<file path="config.mk">
export PLATFORM = sky130hd
export DESIGN_NAME = icache_refill_ctrl
export DESIGN_NICKNAME = d
export VERILOG_FILES = /design/src/rtl/icache_refill_ctrl.sv
export SDC_FILE = /design/constraint.sdc
export NUM_CORES = 1
export LEC_CHECK = 0
export ABC_AREA = 1
export CAP_MARGIN = 10
export CORE_MARGIN = 4
export CORE_UTILIZATION = 28
export CTS_CLUSTER_DIAMETER = 50
export DETAILED_ROUTE_END_ITERATION = 6
export MAX_ROUTING_LAYER = met4
export PLACE_DENSITY = 0.88
export SLEW_MARGIN = 20
export SYNTH_ARGS = -nofsm -noshare
export SYNTH_HDL_FRONTEND = slang
export SYNTH_SLANG_ARGS = --single-unit
</file>
<file path="constraint.sdc">
create_clock -name clk -period 1.3 [get_ports clk]
set_input_delay 0.39 -clock clk [delete_from_list [all_inputs] [get_ports clk]]
set_output_delay 0.39 -clock clk [all_outputs]
set_load 0.03 [all_outputs]
</file>
<file path="src/rtl/icache_refill_ctrl.sv">
// Miss-side refill controller for the instruction cache: picks a victim way,
// fetches the line from memory into the data array, then publishes tag and status.
module icache_refill_ctrl #(
  parameter int SET_BITS_WIDTH = 4,
  parameter int TAG_WIDTH      = 8,
  parameter int NUM_WAYS       = 4,
  parameter int LINE_BEATS     = 4,
  parameter int BEAT_WIDTH     = 32,
  localparam int TA_WORD_WIDTH = TAG_WIDTH * NUM_WAYS,
  localparam int SA_WORD_WIDTH = 2 * NUM_WAYS,
  localparam int BEAT_BITS     = $clog2(LINE_BEATS)
) (
  input  logic                                  clk,
  input  logic                                  arst_n,
  input  logic                                  i_halt,
  input  logic [SET_BITS_WIDTH-1:0]             i_miss_set_addr,
  input  logic [TAG_WIDTH-1:0]                  i_miss_tag,
  input  logic [SA_WORD_WIDTH-1:0]              i_miss_sa_data,
  input  logic                                  i_miss_valid,
  output logic                                  o_miss_ready,
  output logic                                  o_miss_state,
  output logic [TAG_WIDTH+SET_BITS_WIDTH-1:0]   o_mem_req_addr,
  output logic                                  o_mem_req_valid,
  input  logic                                  i_mem_req_ready,
  input  logic [BEAT_WIDTH-1:0]                 i_mem_rsp_data,
  input  logic                                  i_mem_rsp_valid,
  output logic                                  o_mem_rsp_ready,
  output logic [SET_BITS_WIDTH+2+BEAT_BITS-1:0] o_w_da_addr,
  output logic [BEAT_WIDTH-1:0]                 o_w_da_data,
  output logic                                  o_w_da_valid,
  output logic [SET_BITS_WIDTH-1:0]             o_w_ta_set_addr,
  output logic [TA_WORD_WIDTH-1:0]              o_w_ta_data,
  output logic [NUM_WAYS-1:0]                   o_w_ta_mask,
  output logic                                  o_w_ta_valid,
  output logic [SET_BITS_WIDTH-1:0]             o_w_sa_set_addr,
  output logic [SA_WORD_WIDTH-1:0]              o_w_sa_data,
  output logic [NUM_WAYS-1:0]                   o_w_sa_mask,
  output logic                                  o_w_sa_valid,
  output logic                                  o_fill_done
);

  localparam logic [1:0] ST_IDLE   = 2'd0;
  localparam logic [1:0] ST_REQ    = 2'd1;
  localparam logic [1:0] ST_FILL   = 2'd2;
  localparam logic [1:0] ST_UPDATE = 2'd3;

  localparam logic [BEAT_BITS-1:0] LAST_BEAT = BEAT_BITS'(LINE_BEATS - 1);

  logic [1:0]                state_r;
  logic [SET_BITS_WIDTH-1:0] set_r;
  logic [TAG_WIDTH-1:0]      tag_r;
  logic [NUM_WAYS-1:0]       valid_r;
  logic [1:0]                way_r;
  logic [1:0]                rr_ptr_r;
  logic [BEAT_BITS-1:0]      beat_cnt_r;

  logic [1:0]                victim_s;
  logic                      inv_found_s;
  logic [NUM_WAYS-1:0]       miss_valid_bits_s;
  logic [NUM_WAYS-1:0]       mru_unused_s;
  logic                      beat_acc_s;
  logic                      update_s;
  logic [SA_WORD_WIDTH-1:0]  sa_upd_s;

  // Split the incoming status word into valid and mru fields per way.
  always_comb begin
    miss_valid_bits_s = '0;
    mru_unused_s      = '0;
    for (int w = 0; w < NUM_WAYS; w++) begin
      miss_valid_bits_s[w] = i_miss_sa_data[2*w+1];
      mru_unused_s[w]      = i_miss_sa_data[2*w];
    end
  end

  // Victim choice: lowest invalid way wins, otherwise the round-robin pointer.
  always_comb begin
    victim_s    = rr_ptr_r;
    inv_found_s = 1'b0;
    for (int w = NUM_WAYS - 1; w >= 0; w--) begin
      if (!miss_valid_bits_s[w]) begin
        victim_s    = 2'(w);
        inv_found_s = 1'b1;
      end else begin
        victim_s    = victim_s;
        inv_found_s = inv_found_s;
      end
    end
  end

  assign beat_acc_s = i_mem_rsp_valid & o_mem_rsp_ready;
  assign update_s   = (state_r == ST_UPDATE) & ~i_halt;

  // Refill sequencing; a halted pipeline freezes every register.
  always_ff @(posedge clk or negedge arst_n) begin
    if (!arst_n) begin
      state_r    <= ST_IDLE;
      set_r      <= '0;
      tag_r      <= '0;
      valid_r    <= '0;
      way_r      <= 2'd0;
      rr_ptr_r   <= 2'd0;
      beat_cnt_r <= '0;
    end else if (!i_halt) begin
      case (state_r)
        ST_IDLE: begin
          if (i_miss_valid) begin
            state_r <= ST_REQ;
            set_r   <= i_miss_set_addr;
            tag_r   <= i_miss_tag;
            valid_r <= miss_valid_bits_s;
            way_r   <= victim_s;
            if (!inv_found_s) begin
              rr_ptr_r <= rr_ptr_r + 2'd1;
            end
          end
        end
        ST_REQ: begin
          if (i_mem_req_ready) begin
            state_r    <= ST_FILL;
            beat_cnt_r <= '0;
          end
        end
        ST_FILL: begin
          if (i_mem_rsp_valid) begin
            beat_cnt_r <= beat_cnt_r + BEAT_BITS'(1);
            if (beat_cnt_r == LAST_BEAT) begin
              state_r <= ST_UPDATE;
            end
          end
        end
        ST_UPDATE: state_r <= ST_IDLE;
        default:   state_r <= ST_IDLE;
      endcase
    end
  end

  // Victim becomes valid+mru; every other way keeps its valid bit and loses mru.
  always_comb begin
    sa_upd_s = '0;
    for (int w = 0; w < NUM_WAYS; w++) begin
      if (2'(w) == way_r) begin
        sa_upd_s[2*w +: 2] = 2'b11;
      end else begin
        sa_upd_s[2*w +: 2] = {valid_r[w], 1'b0};
      end
    end
  end

  assign o_miss_ready    = (state_r == ST_IDLE) & ~i_halt;
  assign o_miss_state    = (state_r != ST_IDLE);
  assign o_mem_req_addr  = {tag_r, set_r};
  assign o_mem_req_valid = (state_r == ST_REQ) & ~i_halt;
  assign o_mem_rsp_ready = (state_r == ST_FILL) & ~i_halt;

  assign o_w_da_addr  = {set_r, way_r, beat_cnt_r};
  assign o_w_da_data  = i_mem_rsp_data;
  assign o_w_da_valid = beat_acc_s;

  assign o_w_ta_set_addr = set_r;
  assign o_w_ta_data     = {NUM_WAYS{tag_r}};
  assign o_w_ta_mask     = {{(NUM_WAYS-1){1'b0}}, 1'b1} << way_r;
  assign o_w_ta_valid    = update_s;

  assign o_w_sa_set_addr = set_r;
  assign o_w_sa_data     = sa_upd_s;
  assign o_w_sa_mask     = {NUM_WAYS{1'b1}};
  assign o_w_sa_valid    = update_s;

  assign o_fill_done = update_s;

endmodule

</file>
==> qor.yml <==
placement:
  port_buffers: 101
  hpwl_microns: 3650
  gp_congestion: 0.849
hold_path:
  hp-class: "in -> async"
drt:
  wire_per_inst_microns: 14.7
  dr.pass1.iters: 4
  vias_per_cell: 4.32
  ant_nets: 0
  post-route-drc-count: 0
  drt_iter0_drc: 29
  wirelength_microns: 5500
  num_vias: 1617
setup_path:
  path_class: "reg -> out"
  required_ns: 0.91
  cp-start-kind: "flop"
  end_kind: "output pin"
  cp_max_fo: 4
  worstPathArrival_ns: 1.28
clocking:
  path_clk_slew_ns: 0.09
  numCtsBuffers: 3
  numClockSinks: 24
  h-tree-depth: 1
  clkLatencyLatePin_ns: 0.26
  cts-root-buf: "clkbuf_8"
  holdBufCountCts: 0
  cts_tree: "built"
  clk_path_buf_depth: 2
yosys:
  yosys.area.top_type_share_pct: 34.9
  synth_area_per_cell_sq_um: 7.82
  syn-cell-area_sq_um: 1870
  yosys_warnings: 0
  ys_seq_area_share_pct: 32.1
  ys_types: 20
  ys_top_cells_by_area: "buf_4 35%, dfrtp_1 32%, nand2_1 13%, ha_1 4.0%, inv_1 4.0%"
  synth_top_area_cell: "buf_4"
  synthCells: 239
  synth-seq-cells: 24
finish:
  regArea_sq_um: 618
  area_growth_pct: 68.7
  post-route-util_pct: 49.1
  fillers: 565
  nets: 362
  multi_input_area_sq_um: 792
  layout-drive-gt1-share_pct: 68.0
  n_antenna_cell: 0
global_route:
  grt_first_pass_wirelength_microns: 7850
  grt_usage_pct: 12.1
  antenna_found_initial: 0
  grt_pass1_vias: 1548
  overflow: 0
  grt_max_degree: 25
floorplanning:
  die-height_microns: 89.7
  core-area_sq_um: 6420
  die_area_sq_um: 8050
  start_util_pct: 29.1
  pin_count: 174
  die_x_microns: 89.7
  rows: 29
timing:
  post-route-min-period_ns: 1.67
  rsz0062_at_grt: "yes"
  finalSetupViolations: 59
  maxSlewViolCount: 0
  fmax_mhz: 599
  setup_slack_ns: -0.370
  finClkSkew_ns: 0.00160
  finalHoldViolCount: 0
  finalSetupTns_ns: -9.66
  fin_crit_sh_pct: 128
pwr:
  vdd_drop_max_uv: 1130
  power_density_nw_per_um2: 2990
  cellLeakagePower_nw: 1.60
outcome:
  violations: "setup timing"
  status: "finished, violations left"
run:
  cap_viol_max_count: 0
final cells by class:
| cell class | count | area share, % |
|---|---|---|
| Multi-Input combinational cell | 108 | 25.1 |
| Tap cell | 77 | 3.05 |
| Clock buffer | 4 | 1.75 |
| Timing Repair Buffer | 138 | 46.4 |
| Inverter | 22 | 3.57 |
| Timing Repair inverter | 1 | 0.516 |
| Sequential cell | 24 | 19.6 |
synthesized netlist by cell type:
| cell type | n |
|---|---|
| inv_4 | 1 |
| and3_1 | 1 |
| o21bai_2 | 2 |
| inv_2 | 1 |
| buf_6 | 1 |
| inv_1 | 20 |
| nor2_1 | 11 |
| nand3_4 | 1 |
| nor2_4 | 1 |
| xor2_1 | 1 |
| conb_1 | 1 |
| or2_2 | 3 |
| nand3_1 | 6 |
| nand2_1 | 63 |
| ha_1 | 6 |
| o21ai_0 | 7 |
| buf_4 | 87 |
| nand3b_1 | 1 |
| nor3_1 | 1 |
| dfrtp_1 | 24 |
critical path, cell delays in order (launching register included):
cell and delay [ns]:
dfrtp_1 0.43, inv_2 0.12, ha_4 0.15, and3_4 0.19, buf_6 0.13
flip-flops by register name, summed over array words and instances, names as in the netlist:
name and count:
tag_r 8, rr_ptr_r 2, way_r 2, valid_r 4
state_r 2, beat_cnt_r 2, o_w_sa_set_addr 4
routing by layer:
layer / global-route usage (%) / vias to the layer above / part of all wire [%]
met5: - / - / 0
met4: 6.26 / 0 / 3.4
met3: 3.34 / 26 / 8.4
met2: 21.1 / 90 / 51
met1: 12.6 / 755 / 37
li1: - / 746 / -
timing repair:
action / 4_1_cts / 5_1_grt
resized for setup: 79 / 88
buffers inserted: 4 / 15
endpoints found under the setup margin: 82 / 99
cloned: 1 / 1
pin swaps: 8 / 14
stage by stage:
stage | cell area (sq um) | total power [mW] | hold WS [ns] | instances | setup slack [ns]
finish | 3150 | 9.43 | 0.499 | 374 | -0.370
global route | 3150 | 9.87 | 0.506 | 374 | -0.427
CTS | 2730 | 8.58 | 0.470 | 359 | -0.400
detailed placement | 2400 | 7.28 | 0.488 | 350 | -0.387
global placement | 2400 | 7.17 | 0.480 | 350 | -0.359
floorplan | 2000 | 6.09 | 0.0944 | 242 | -0.158
worst paths after layout:
path / from / end / slack, ns / depth (start not counted)
worst min register to register: valid_r[3] / valid_r[3] / 0.50 / 2
worst max register to register: state_r[1] / o_w_sa_set_addr[2] / -0.21 / 8
min in group clk: valid_r[3] / valid_r[3] / 0.50 / 2
max in group asynchronous: arst_n / state_r[1] / 0.63 / 2
worst max-delay path: state_r[0] / o_w_da_valid / -0.37 / 4
worst min-delay path: arst_n / tag_r[3] / 0.50 / 2
where the power goes:
part / internal (mW) / total, mW / switching [mW]
Sequential: 1.12 / 1.72 / 0.594
Combinational: 3.24 / 7.20 / 3.96
Clock: 0.270 / 0.509 / 0.239
logic make-up (layout without fill, tap and decap cells):
kind of cell	Yosys count	in the layout	synth area share, %
AND/OR/NAND/NOR	88	88	20.0
buffers and inverters	110	165	40.1
AO/OA/AOI/OAI	9	9	3.08
adder cells (fa/ha/maj)	6	6	4.02
other	1	4	0.201
flip-flops	24	24	32.1
XOR/XNOR	1	1	0.469
cell usage in the layout, fill, tap and decap left out, drive strengths merged:
cell,n
nand2,63
dfrtp,24
or2,3
dlygate4sd2,1
conb,4
o21bai,2
clkinv,3
inv,20
nand3,7
nor3,1
o21ai,7
buf,116
ha,6
and3,1
nor2,12
clkdlybuf4s50,20
nand3b,1
clkbuf,5
xor2,1
(Power assumes the default switching activity.)
